[src/rtl/seq_capture_pkg.sv]
// seq_capture_pkg: shared constants for the sequenced trigger capture core.
//   - capture phase encoding (IDLE, PRE_FILL, ARMED, POST)
//   - packet field offsets, relative to the top of the sample field
//   - edge-type encoding used by the per-stage edge_rise control
package seq_capture_pkg;

  typedef logic [1:0] phaseT;

  localparam phaseT PH_IDLE     = 2'd0;
  localparam phaseT PH_PRE_FILL = 2'd1;
  localparam phaseT PH_ARMED    = 2'd2;
  localparam phaseT PH_POST     = 2'd3;

  // Packet layout is {zeros, trig_mark, stage[2:0], sample}; offsets are added to SAMPLE_WIDTH.
  localparam int unsigned STAGE_LSB = 0;
  localparam int unsigned TRIG_BIT  = 3;

  localparam logic EDGE_FALL = 1'b0;
  localparam logic EDGE_RISE = 1'b1;

endpackage

[src/rtl/trigger_sequencer.sv]
// trigger_sequencer: multi-stage pattern/edge trigger sequencer.
// Ports:
//   clk, reset      clock, synchronous active-high reset
//   clear           zero the stage index and occurrence counter
//   arm             evaluate the current stage against 'latest' this cycle
//   latest          newest registered sample; previous sample is kept here for edges
//   stagesUsed      last active stage (clamped to NUM_STAGES-1)
//   stg*            per-stage pattern, care mask, edge controls and occurrence count
//   stageIndex      currently armed stage
//   trigger         combinational: the last stage completes on this sample
module trigger_sequencer
  import seq_capture_pkg::*;
#(
  parameter int unsigned SAMPLE_WIDTH = 16,
  parameter int unsigned NUM_STAGES   = 4,
  parameter int unsigned OCC_WIDTH    = 16
) (
  input  logic                               clk,
  input  logic                               reset,
  input  logic                               clear,
  input  logic                               arm,
  input  logic [SAMPLE_WIDTH-1:0]            latest,
  input  logic [2:0]                         stagesUsed,
  input  logic [NUM_STAGES*SAMPLE_WIDTH-1:0] stgPattern,
  input  logic [NUM_STAGES*SAMPLE_WIDTH-1:0] stgCare,
  input  logic [NUM_STAGES-1:0]              stgEdgeEn,
  input  logic [NUM_STAGES-1:0]              stgEdgeRise,
  input  logic [NUM_STAGES*8-1:0]            stgEdgeCh,
  input  logic [NUM_STAGES*OCC_WIDTH-1:0]    stgOcc,
  output logic [2:0]                         stageIndex,
  output logic                               trigger
);

  localparam int unsigned OW1 = OCC_WIDTH + 1;

  logic [SAMPLE_WIDTH-1:0] previous;
  logic [7:0]              matchVec;
  logic [OCC_WIDTH-1:0]    occReq [8];
  logic [2:0]              stageQ, stageD, lastStage;
  logic [OCC_WIDTH-1:0]    occQ, occD;
  logic [OW1-1:0]          occNeed;
  logic                    curMatch, stageDone;

  for (genvar g = 0; g < NUM_STAGES; g++) begin : gStage
    logic [SAMPLE_WIDTH-1:0] pat, care;
    logic [7:0]              ch;
    logic                    edgeHit;

    assign pat       = stgPattern[g*SAMPLE_WIDTH +: SAMPLE_WIDTH];
    assign care      = stgCare[g*SAMPLE_WIDTH +: SAMPLE_WIDTH];
    assign ch        = stgEdgeCh[g*8 +: 8];
    assign occReq[g] = stgOcc[g*OCC_WIDTH +: OCC_WIDTH];

    // Channels at or beyond SAMPLE_WIDTH never hit the loop, so they never match.
    always_comb begin
      edgeHit = 1'b0;
      for (int c = 0; c < SAMPLE_WIDTH; c++) begin
        if (ch == 8'(c)) begin
          edgeHit = (stgEdgeRise[g] == EDGE_RISE) ? (!previous[c] && latest[c])
                                                  : (previous[c] && !latest[c]);
        end
      end
    end

    assign matchVec[g] = (((latest ^ pat) & care) == '0) && (!stgEdgeEn[g] || edgeHit);
  end

  for (genvar g = NUM_STAGES; g < 8; g++) begin : gUnused
    assign matchVec[g] = 1'b0;
    assign occReq[g]   = '0;
  end

  always_comb begin
    lastStage = (stagesUsed > 3'(NUM_STAGES - 1)) ? 3'(NUM_STAGES - 1) : stagesUsed;
    curMatch  = matchVec[stageQ];
    occNeed   = (occReq[stageQ] == '0) ? OW1'(1) : {1'b0, occReq[stageQ]};
    stageDone = ({1'b0, occQ} + 1'b1) >= occNeed;
    trigger   = arm && curMatch && stageDone && (stageQ == lastStage);

    stageD = stageQ;
    occD   = occQ;
    if (clear) begin
      stageD = '0;
      occD   = '0;
    end else if (arm && curMatch) begin
      // Only one stage is evaluated per sample, so a completing stage hands the
      // next sample (not this one) to the following stage.
      if (stageDone) begin
        occD = '0;
        if (stageQ != lastStage) stageD = stageQ + 3'd1;
      end else begin
        occD = occQ + 1'b1;
      end
    end
  end

  always_ff @(posedge clk) begin
    if (reset) begin
      previous <= '0;
      stageQ   <= '0;
      occQ     <= '0;
    end else begin
      previous <= latest;
      stageQ   <= stageD;
      occQ     <= occD;
    end
  end

  assign stageIndex = stageQ;

endmodule

[src/rtl/seq_trigger_capture.sv]
// seq_trigger_capture: logic-capture core with pre-fill, armed and post-trigger phases.
// Ports:
//   clk, reset                 clock, synchronous active-high reset
//   sample_data                raw probe inputs (registered, packet appears two cycles later)
//   start, abort               one-cycle controls; abort wins over everything
//   page_full                  downstream stall; the sample of that cycle is dropped
//   stages_used, stg_*         trigger sequencer configuration
//   pre_count, post_count      written samples before arming / after the trigger sample
//   idle..post_trigger         one-hot phase flags
//   stage_index                currently armed stage
//   sample_packet, write_enable, sample_number   packet stream to the page buffer
//   sample_num_begin/trig/end  captured markers
//   overflow                   sticky drop indicator, done  completion pulse
module seq_trigger_capture
  import seq_capture_pkg::*;
#(
  parameter int unsigned SAMPLE_WIDTH        = 16,
  parameter int unsigned NUM_STAGES          = 4,
  parameter int unsigned OCC_WIDTH           = 16,
  parameter int unsigned SAMPLE_PACKET_WIDTH = 32
) (
  input  logic                               clk,
  input  logic                               reset,
  input  logic [SAMPLE_WIDTH-1:0]            sample_data,
  input  logic                               start,
  input  logic                               abort,
  input  logic                               page_full,
  input  logic [2:0]                         stages_used,
  input  logic [NUM_STAGES*SAMPLE_WIDTH-1:0] stg_pattern,
  input  logic [NUM_STAGES*SAMPLE_WIDTH-1:0] stg_care,
  input  logic [NUM_STAGES-1:0]              stg_edge_en,
  input  logic [NUM_STAGES-1:0]              stg_edge_rise,
  input  logic [NUM_STAGES*8-1:0]            stg_edge_ch,
  input  logic [NUM_STAGES*OCC_WIDTH-1:0]    stg_occ,
  input  logic [31:0]                        pre_count,
  input  logic [31:0]                        post_count,
  output logic                               idle,
  output logic                               pre_trigger,
  output logic                               armed,
  output logic                               post_trigger,
  output logic [2:0]                         stage_index,
  output logic [SAMPLE_PACKET_WIDTH-1:0]     sample_packet,
  output logic                               write_enable,
  output logic [31:0]                        sample_number,
  output logic [31:0]                        sample_num_begin,
  output logic [31:0]                        sample_num_trig,
  output logic [31:0]                        sample_num_end,
  output logic                               overflow,
  output logic                               done
);

  logic [SAMPLE_WIDTH-1:0]        latest;
  phaseT                          phaseQ, phaseD;
  logic [31:0]                    nextNumQ, nextNumD, numQ, numD, preCntQ, preCntD;
  logic [31:0]                    postCntQ, postCntD, beginQ, beginD, trigNumQ, trigNumD;
  logic [31:0]                    endQ, endD;
  logic                           firstQ, firstD, overflowQ, overflowD, weQ, weD, doneQ, doneD;
  logic [SAMPLE_PACKET_WIDTH-1:0] packetQ, packetD;
  logic                           active, startAct, writeOk, seqArm, trigger;

  always_comb begin
    active   = (phaseQ != PH_IDLE);
    startAct = start && !abort && !active;
    writeOk  = active && !abort && !page_full;
    // Dropped samples are not evaluated, so a trigger sample is always written.
    seqArm   = (phaseQ == PH_ARMED) && writeOk;
  end

  trigger_sequencer #(
    .SAMPLE_WIDTH (SAMPLE_WIDTH),
    .NUM_STAGES   (NUM_STAGES),
    .OCC_WIDTH    (OCC_WIDTH)
  ) uSeq (
    .clk         (clk),
    .reset       (reset),
    .clear       (startAct),
    .arm         (seqArm),
    .latest      (latest),
    .stagesUsed  (stages_used),
    .stgPattern  (stg_pattern),
    .stgCare     (stg_care),
    .stgEdgeEn   (stg_edge_en),
    .stgEdgeRise (stg_edge_rise),
    .stgEdgeCh   (stg_edge_ch),
    .stgOcc      (stg_occ),
    .stageIndex  (stage_index),
    .trigger     (trigger)
  );

  always_comb begin
    phaseD    = phaseQ;
    nextNumD  = nextNumQ;
    numD      = numQ;
    preCntD   = preCntQ;
    postCntD  = postCntQ;
    beginD    = beginQ;
    trigNumD  = trigNumQ;
    endD      = endQ;
    firstD    = firstQ;
    overflowD = overflowQ;
    packetD   = packetQ;
    weD       = 1'b0;
    doneD     = 1'b0;

    if (startAct) begin
      phaseD    = (pre_count == '0) ? PH_ARMED : PH_PRE_FILL;
      nextNumD  = '0;
      numD      = '0;
      preCntD   = '0;
      postCntD  = '0;
      beginD    = '0;
      trigNumD  = '0;
      endD      = '0;
      firstD    = 1'b1;
      overflowD = 1'b0;
    end

    if (active && !abort && page_full) overflowD = 1'b1;

    if (writeOk) begin
      weD      = 1'b1;
      numD     = nextNumQ;
      nextNumD = nextNumQ + 32'd1;
      packetD  = '0;
      packetD[SAMPLE_WIDTH-1:0]             = latest;
      packetD[SAMPLE_WIDTH+STAGE_LSB +: 3]  = stage_index;
      packetD[SAMPLE_WIDTH+TRIG_BIT]        = trigger;
      if (firstQ) begin
        beginD = nextNumQ;
        firstD = 1'b0;
      end
      case (phaseQ)
        PH_PRE_FILL: begin
          preCntD = preCntQ + 32'd1;
          if (({1'b0, preCntQ} + 33'd1) >= {1'b0, pre_count}) phaseD = PH_ARMED;
        end
        PH_ARMED: begin
          if (trigger) begin
            trigNumD = nextNumQ;
            if (post_count == '0) begin
              endD   = nextNumQ;
              doneD  = 1'b1;
              phaseD = PH_IDLE;
            end else begin
              phaseD = PH_POST;
            end
          end
        end
        PH_POST: begin
          postCntD = postCntQ + 32'd1;
          if (({1'b0, postCntQ} + 33'd1) >= {1'b0, post_count}) begin
            endD   = nextNumQ;
            doneD  = 1'b1;
            phaseD = PH_IDLE;
          end
        end
        default: ;
      endcase
    end

    if (active && abort) phaseD = PH_IDLE;
  end

  always_ff @(posedge clk) begin
    if (reset) begin
      latest    <= '0;
      phaseQ    <= PH_IDLE;
      nextNumQ  <= '0;
      numQ      <= '0;
      preCntQ   <= '0;
      postCntQ  <= '0;
      beginQ    <= '0;
      trigNumQ  <= '0;
      endQ      <= '0;
      firstQ    <= 1'b0;
      overflowQ <= 1'b0;
      packetQ   <= '0;
      weQ       <= 1'b0;
      doneQ     <= 1'b0;
    end else begin
      latest    <= sample_data;
      phaseQ    <= phaseD;
      nextNumQ  <= nextNumD;
      numQ      <= numD;
      preCntQ   <= preCntD;
      postCntQ  <= postCntD;
      beginQ    <= beginD;
      trigNumQ  <= trigNumD;
      endQ      <= endD;
      firstQ    <= firstD;
      overflowQ <= overflowD;
      packetQ   <= packetD;
      weQ       <= weD;
      doneQ     <= doneD;
    end
  end

  assign idle             = (phaseQ == PH_IDLE);
  assign pre_trigger      = (phaseQ == PH_PRE_FILL);
  assign armed            = (phaseQ == PH_ARMED);
  assign post_trigger     = (phaseQ == PH_POST);
  assign sample_packet    = packetQ;
  assign write_enable     = weQ;
  assign sample_number    = numQ;
  assign sample_num_begin = beginQ;
  assign sample_num_trig  = trigNumQ;
  assign sample_num_end   = endQ;
  assign overflow         = overflowQ;
  assign done             = doneQ;

endmodule

[config.mk]
export PLATFORM = sky130hd
export DESIGN_NAME = seq_trigger_capture
export DESIGN_NICKNAME = d
export VERILOG_FILES = /design/src/rtl/seq_capture_pkg.sv /design/src/rtl/trigger_sequencer.sv /design/src/rtl/seq_trigger_capture.sv
export SDC_FILE = /design/constraint.sdc
export NUM_CORES = 1
export LEC_CHECK = 0
export BUFFER_PORTS_ARGS = -buffer_cell sky130_fd_sc_hd__buf_2
export CAP_MARGIN = 20
export CORE_ASPECT_RATIO = 0.8
export CORE_MARGIN = 3
export CORE_UTILIZATION = 40
export CTS_BUF_LIST = sky130_fd_sc_hd__clkbuf_16
export CTS_CLUSTER_DIAMETER = 50
export CTS_CLUSTER_SIZE = 8
export DETAILED_ROUTE_END_ITERATION = 8
export HOLD_SLACK_MARGIN = 0.03
export RECOVER_POWER = 50
export SLEW_MARGIN = 20
export SYNTH_ARGS = -nofsm -noshare
export SYNTH_HDL_FRONTEND = slang
export SYNTH_SLANG_ARGS = --single-unit
export TNS_END_PERCENT = 20
[constraint.sdc]
create_clock -name clk -period 5.5 [get_ports clk]
set_input_delay 0.55 -clock clk [delete_from_list [all_inputs] [get_ports clk]]
set_output_delay 0.55 -clock clk [all_outputs]
set_load 0.01 [all_outputs]
* Word-level counts from Yosys, hierarchy flattened *
Index checks and enable logic that the tools add are counted.

word-level totals
  flip-flop bits (word level) = 301
  bits of input ports = 320
  output and inout bits = 170
  logic and storage cells = 390

operators by class
  add/subtract/negate cells = 8
  order comparisons = 6
  equality and inequality tests = 65
  muxes and demuxes = 176
  bitwise logic cells = 10
  reductions and logical operators = 108

operators with widths
  kind                   number
  $mux 32                21
  $eq 8x4->1 const B     32
  $mux 1                 138
  $eq 8x3->1 const B     16
  $add 32x1->32 const B  3
  $logic_not 16->1       5
  $add 32x1->33 const B  2
  $ge 33x32->1           2
  $and 16x16->16         4
  $eq 8x2->1 const B     8
  $logic_not 32->1       2
  $mux 16                4
  $pmux 32 s2            1
  $xor 16x16->16         4
  $bmux 16 s3            1
  $logic_and 1x1->1      46
  $logic_not 1->1        39
  $eq 8x1->1 const B     4
  $logic_not 8->1        4
  $add 16x1->17 const B  1
  $ge 17x17->1           1
  $add 16x1->16 const B  1
  $mux 2                 7
  $pmux 2 s3             1
  other kinds (18)       26

* Longest topological paths before layout *
  depth after elaboration = 29
  depth in mapped cells = 21
  gate-level depth less buffers = 18

* Modules after synthesis *
A second synthesis with hierarchy kept.

second synthesis, totals
  cells, all modules = 2,333
  area total of the unflattened synthesis = 18,662.9 µm²

by module, submodules not included
  module               times used  cells each  area an instance (µm²)  seq. area each (µm²)
  seq_trigger_capture  1           1,663       13,301.5                5,325.1
  trigger_sequencer    1           670         5,361.4                 700.7

* Worst setup path before layout *
No wires, ideal clock.

  path kind = reg2reg
  start point = reg postCntQ[2]
  end point = reg endQ[12], in the netlist sample_num_end[12]
  library setup time = 0.134 ns
  arrival = 4.586 ns
  required time = 5.366 ns
  setup slack = 0.781 ns
  stages on the path, launching flop included = 22
  path buffers = 3
  period minus slack after synthesis = 4.719 ns
  cells stage by stage = dfxtp_1 > and3_1 > and3_1 > clkbuf_1 > nand4bb_1 > nor2b_1 > nand2_1 > nor2_1 > nand3_1 > xnor2_1 > ha_1 > and4_1 > nand3_1 > or4_1 > o21a_1 > o211ai_1 > nor2_1 > nor2b_1 > a31o_2 > clkbuf_1 > buf_2 > o32ai_2

between the ends
  longest elaborated chain between the ends = 5

ends and longest elaborated chain
  element                   line                        text
  start: declaration        seq_trigger_capture.sv:55   logic [31:0] postCntQ, postCntD, beginQ, beginD, trigNumQ, trigNumD;
  start signal: assignment  seq_trigger_capture.sv:186  postCntQ <= postCntD;
  $add 32x1->33             seq_trigger_capture.sv:151  if (({1'b0, postCntQ} + 33'd1) >= {1'b0, post_count}) begin
  $ge 33x32->1              seq_trigger_capture.sv:151
  $mux 32                   seq_trigger_capture.sv:151
  $pmux 32 s2               seq_trigger_capture.sv:132  case (phaseQ)
  $mux 32                   seq_trigger_capture.sv:120  if (writeOk) begin
  end signal: assignment    seq_trigger_capture.sv:189  endQ <= endD;
  end: declaration          seq_trigger_capture.sv:56   logic [31:0] endQ, endD;

Every way passes these cells.
A chain may end at the register's enable or synchronous reset.

* Final worst setup path *
  start point = reg postCntQ[8]
  end point = reg endQ[10], in the netlist sample_num_end[10]

Same word-level chain as after synthesis.

==> reports/metrics.cfg <==
[power]
power_frac_clock_pct = 48.7
cell_internal_pwr_mw = 4.10
comb_power_share_pct = 11.0
leak_nw = 9.26
net-switching-power_mw = 1.50
powerDensity_nw_per_um2 = 243
p_seq_share_pct = 40.2
p_sw_share_pct = 26.8
vdd.ir_drop.worst_v = 0.000240

[clock_tree]
clock_latency_ps = 580
cts.path.max_buffers = 3
tritoncts.num_buffers = 49
clock-sinks = 301
cts_tree = done
cts.hold.buffers_added = 0
postCtsSetupRepairBufs = 0
ctsRootBufferMaster = sky130_fd_sc_hd__clkbuf_16
cts_resized = 0
clk_transition_reported_paths_ps = 50
htree_levels = 2

[logic_synthesis]
netlist.area_leader.share_pct = 31.4
synthesis.instances = 2396
post_synth.cell_area_avg_sq_um = 8.02
synth_cell_types = 91
yosys_register_bits = 301
synthTopCellsByArea = sky130_fd_sc_hd__dfxtp_1 31%, sky130_fd_sc_hd__a21oi_1 6.4%, sky130_fd_sc_hd__ha_1 5.5%
yosysTopAreaCell = sky130_fd_sc_hd__dfxtp_1
postSynth.topFlopCell = sky130_fd_sc_hd__dfxtp_1
synth_async_sr_flop_share_pct = 0
yosysWarnings = 0
synth_area_sq_um = 19200
synth-edff-count = 0
synth.yosys.seq_area_share_pct = 31.4

[critical_path]
crit_path_end_kind = flip-flop
crit_family = simple AND/OR/NAND/NOR gates
slowest_stage = sky130_fd_sc_hd__or4_1
r2r.worst_path.cells = 18
worstPathRequired_ps = 5950
crit_path_cell_trace = nand4_1, nor3_1, nand4bb_1, nor2b_1, nand2_1, nor2_1, nand3_1, xnor2_1, ha_1, and4_1, nand3_1, or4_1, o21a_1, o211ai_1, nor2_1, nor2b_1, a31o_4, o32ai_1
timing.critical_path.buf_inv = 0
worstPathArrival_ps = 5360
timing.setup.critical_path_class = reg2reg
path_depth = 18
critical_path.startpoint_type = flip-flop
crit_path_max_fanout = 26
critPathMaxStageDelay_ps = 550

[grt]
grt_max_degree = 174
grt.total_usage_pct = 27.5
grt_pass1_wl_um = 110000
first_global_vias = 18540
overflow = 0
antenna_found_initial = 3

[placed_design]
gp_congestion = 0.942
postPlaceCellArea_sq_um = 21800
dp.final_hpwl_um = 54200
portBuffers = 477

[timing]
post-route-period-util_pct = 89.3
timing.final.max_slew_violations = 77
report.final.hold_viol_count = 0
final.setup.tns_ps = 0
rsz0062_at_grt = no
max_slew.worst_pin.slew_ps = 4070
max_slew_margin_pct = -171
maxClockFrequency_mhz = 204
final.setup_skew_ps = 24.2
post-route-min-period_ps = 4910
setup_viol = 0

[floorplan]
die-area_sq_um = 50700
die_w_um = 251
floorplan.initialDensity_pct = 40.7
num_rows = 71
die_height_um = 202
ioPinCount = 490
floorplan.core_area_sq_um = 47300

[routing]
final_wirelength_um = 72700
via_per_inst = 5.77
wl_per_cell_um = 21.3
num_vias = 19662
remaining_drc_errors = 0
drtAntennaViolNets = 0
drt_iter0_drc = 1694
detailedRoute.firstPassIterationCount = 8

[layout]
drive_gt1_share_pct = 18.1
area_delta_synth_final_pct = 19.8
num-fill-cells = 4778
nNetsFinal = 3174
design_area_sq_um = 23000

[min_path]
worst_hold_check_path_type = in2reg
worst_hold_path.num_cells = 2

[run]
maxCapViolations = 2

[run_status]
outcome = complete, but fails checks
failing_checks = max-capacitance violations, max-slew violations

cells in the final DEF, fill, tap and decap left out, drive strengths merged, types with 36 or more instances in the layout:
cell	Yosys	layout
ha	85	85
nor2b	56	56
xor2	95	95
clkbuf	131	207
buf	64	349
o211ai	36	36
inv	140	146
dfxtp	301	301
nand3	193	193
nand2	245	245
a21oi	246	246
xnor2	43	43
nor2	128	128
nand4	43	43
nand2b	45	45
o21ai	69	69
kinds of logic (layout without fill, tap and decap cells):
logic type / Yosys count / count (layout) / share of synthesized area (%)
AO/OA/AOI/OAI: 563 / 563 / 19.7
XOR/XNOR: 138 / 138 / 6.29
adder cells (fa/ha/maj): 85 / 85 / 5.53
buffers and inverters: 335 / 715 / 7.40
flip-flops: 301 / 301 / 31.4
multiplexers: 53 / 53 / 4.79
other: 1 / 14 / 0.0195
AND/OR/NAND/NOR: 920 / 920 / 24.9
routing by layer:
layer	wire, um	track usage [%]	share of wire, %
met5	0	0	0
met4	1730	6.71	2.4
met3	6230	5.45	8.6
met2	31000	41.1	43
met1	33800	40.5	46
flip-flops by register name, summed over array words and instances, names as in the netlist:
| register | flops |
|---|---|
| uSeq.occQ | 16 |
| preCntQ | 32 |
| overflow | 1 |
| sample_number | 32 |
| postCntQ | 32 |
| uSeq.stageIndex | 3 |
| phaseQ | 2 |
| latest | 16 |
| firstQ | 1 |
| sample_num_begin | 32 |
| sample_num_end | 32 |
| sample_packet | 20 |
| sample_num_trig | 32 |
| uSeq.previous | 16 |
| write_enable | 1 |
| done | 1 |
| nextNumQ | 32 |
cell type report:
type	count	area (sq um)	share of cell area, %
Clock buffer	50	1250	5.44
Inverter	140	526	2.28
Clock inverter	19	151	0.658
Timing Repair Buffer	506	2440	10.6
Tap cell	620	776	3.37
Antenna cell	2	5.00	0.0217
Multi-Input combinational cell	1771	11800	51.5
Sequential cell	301	6030	26.2
final timing paths:
check                   startpoint  slack, ps                 end
hold / removal      sample_data[8]        180           latest[8]
setup / recovery       postCntQ[8]        590  sample_num_end[10]
hold reg to reg   sample_packet[3]        450    sample_packet[3]
setup reg to reg       postCntQ[8]        590  sample_num_end[10]
power by group through the flow:
stage | registers, mW | logic [mW] | clock network [mW]
after detailed placement | 2.29 | 0.615 | 0
after CTS | 2.25 | 0.619 | 2.79
after global placement | 2.29 | 0.606 | 0
after global routing | 2.25 | 0.675 | 2.89
after floorplan | 2.26 | 0.369 | 0
final | 2.25 | 0.619 | 2.73
metrics by stage:
step	hold slack [ps]	setup slack, ps	power [mW]	cells	utilization [%]
after floorplan	444	781	2.63	2407	-
after global placement	441	505	2.90	3336	46.1
after detailed placement	448	400	2.91	3337	46.1
after CTS	150	364	5.66	3406	49.1
after global routing	170	192	5.82	3409	48.7
final	185	590	5.60	3409	48.7
Yosys cell counts (all sizes together), types with 17 or more instances:
library cell,count
a211oi,28
a21o,35
a21oi,246
a22oi,20
and3,34
buf,64
clkbuf,131
dfxtp,301
ha,85
inv,140
mux2i,20
mux4,31
nand2,245
nand2b,45
nand3,193
nand4,43
nor2,128
nor2b,56
nor3,34
nor3b,19
nor4,27
o211ai,36
o21a,17
o21ai,69
o32ai,27
or3,19
xnor2,43
xor2,95
No activity file was read; power rests on OpenSTA's default activity.
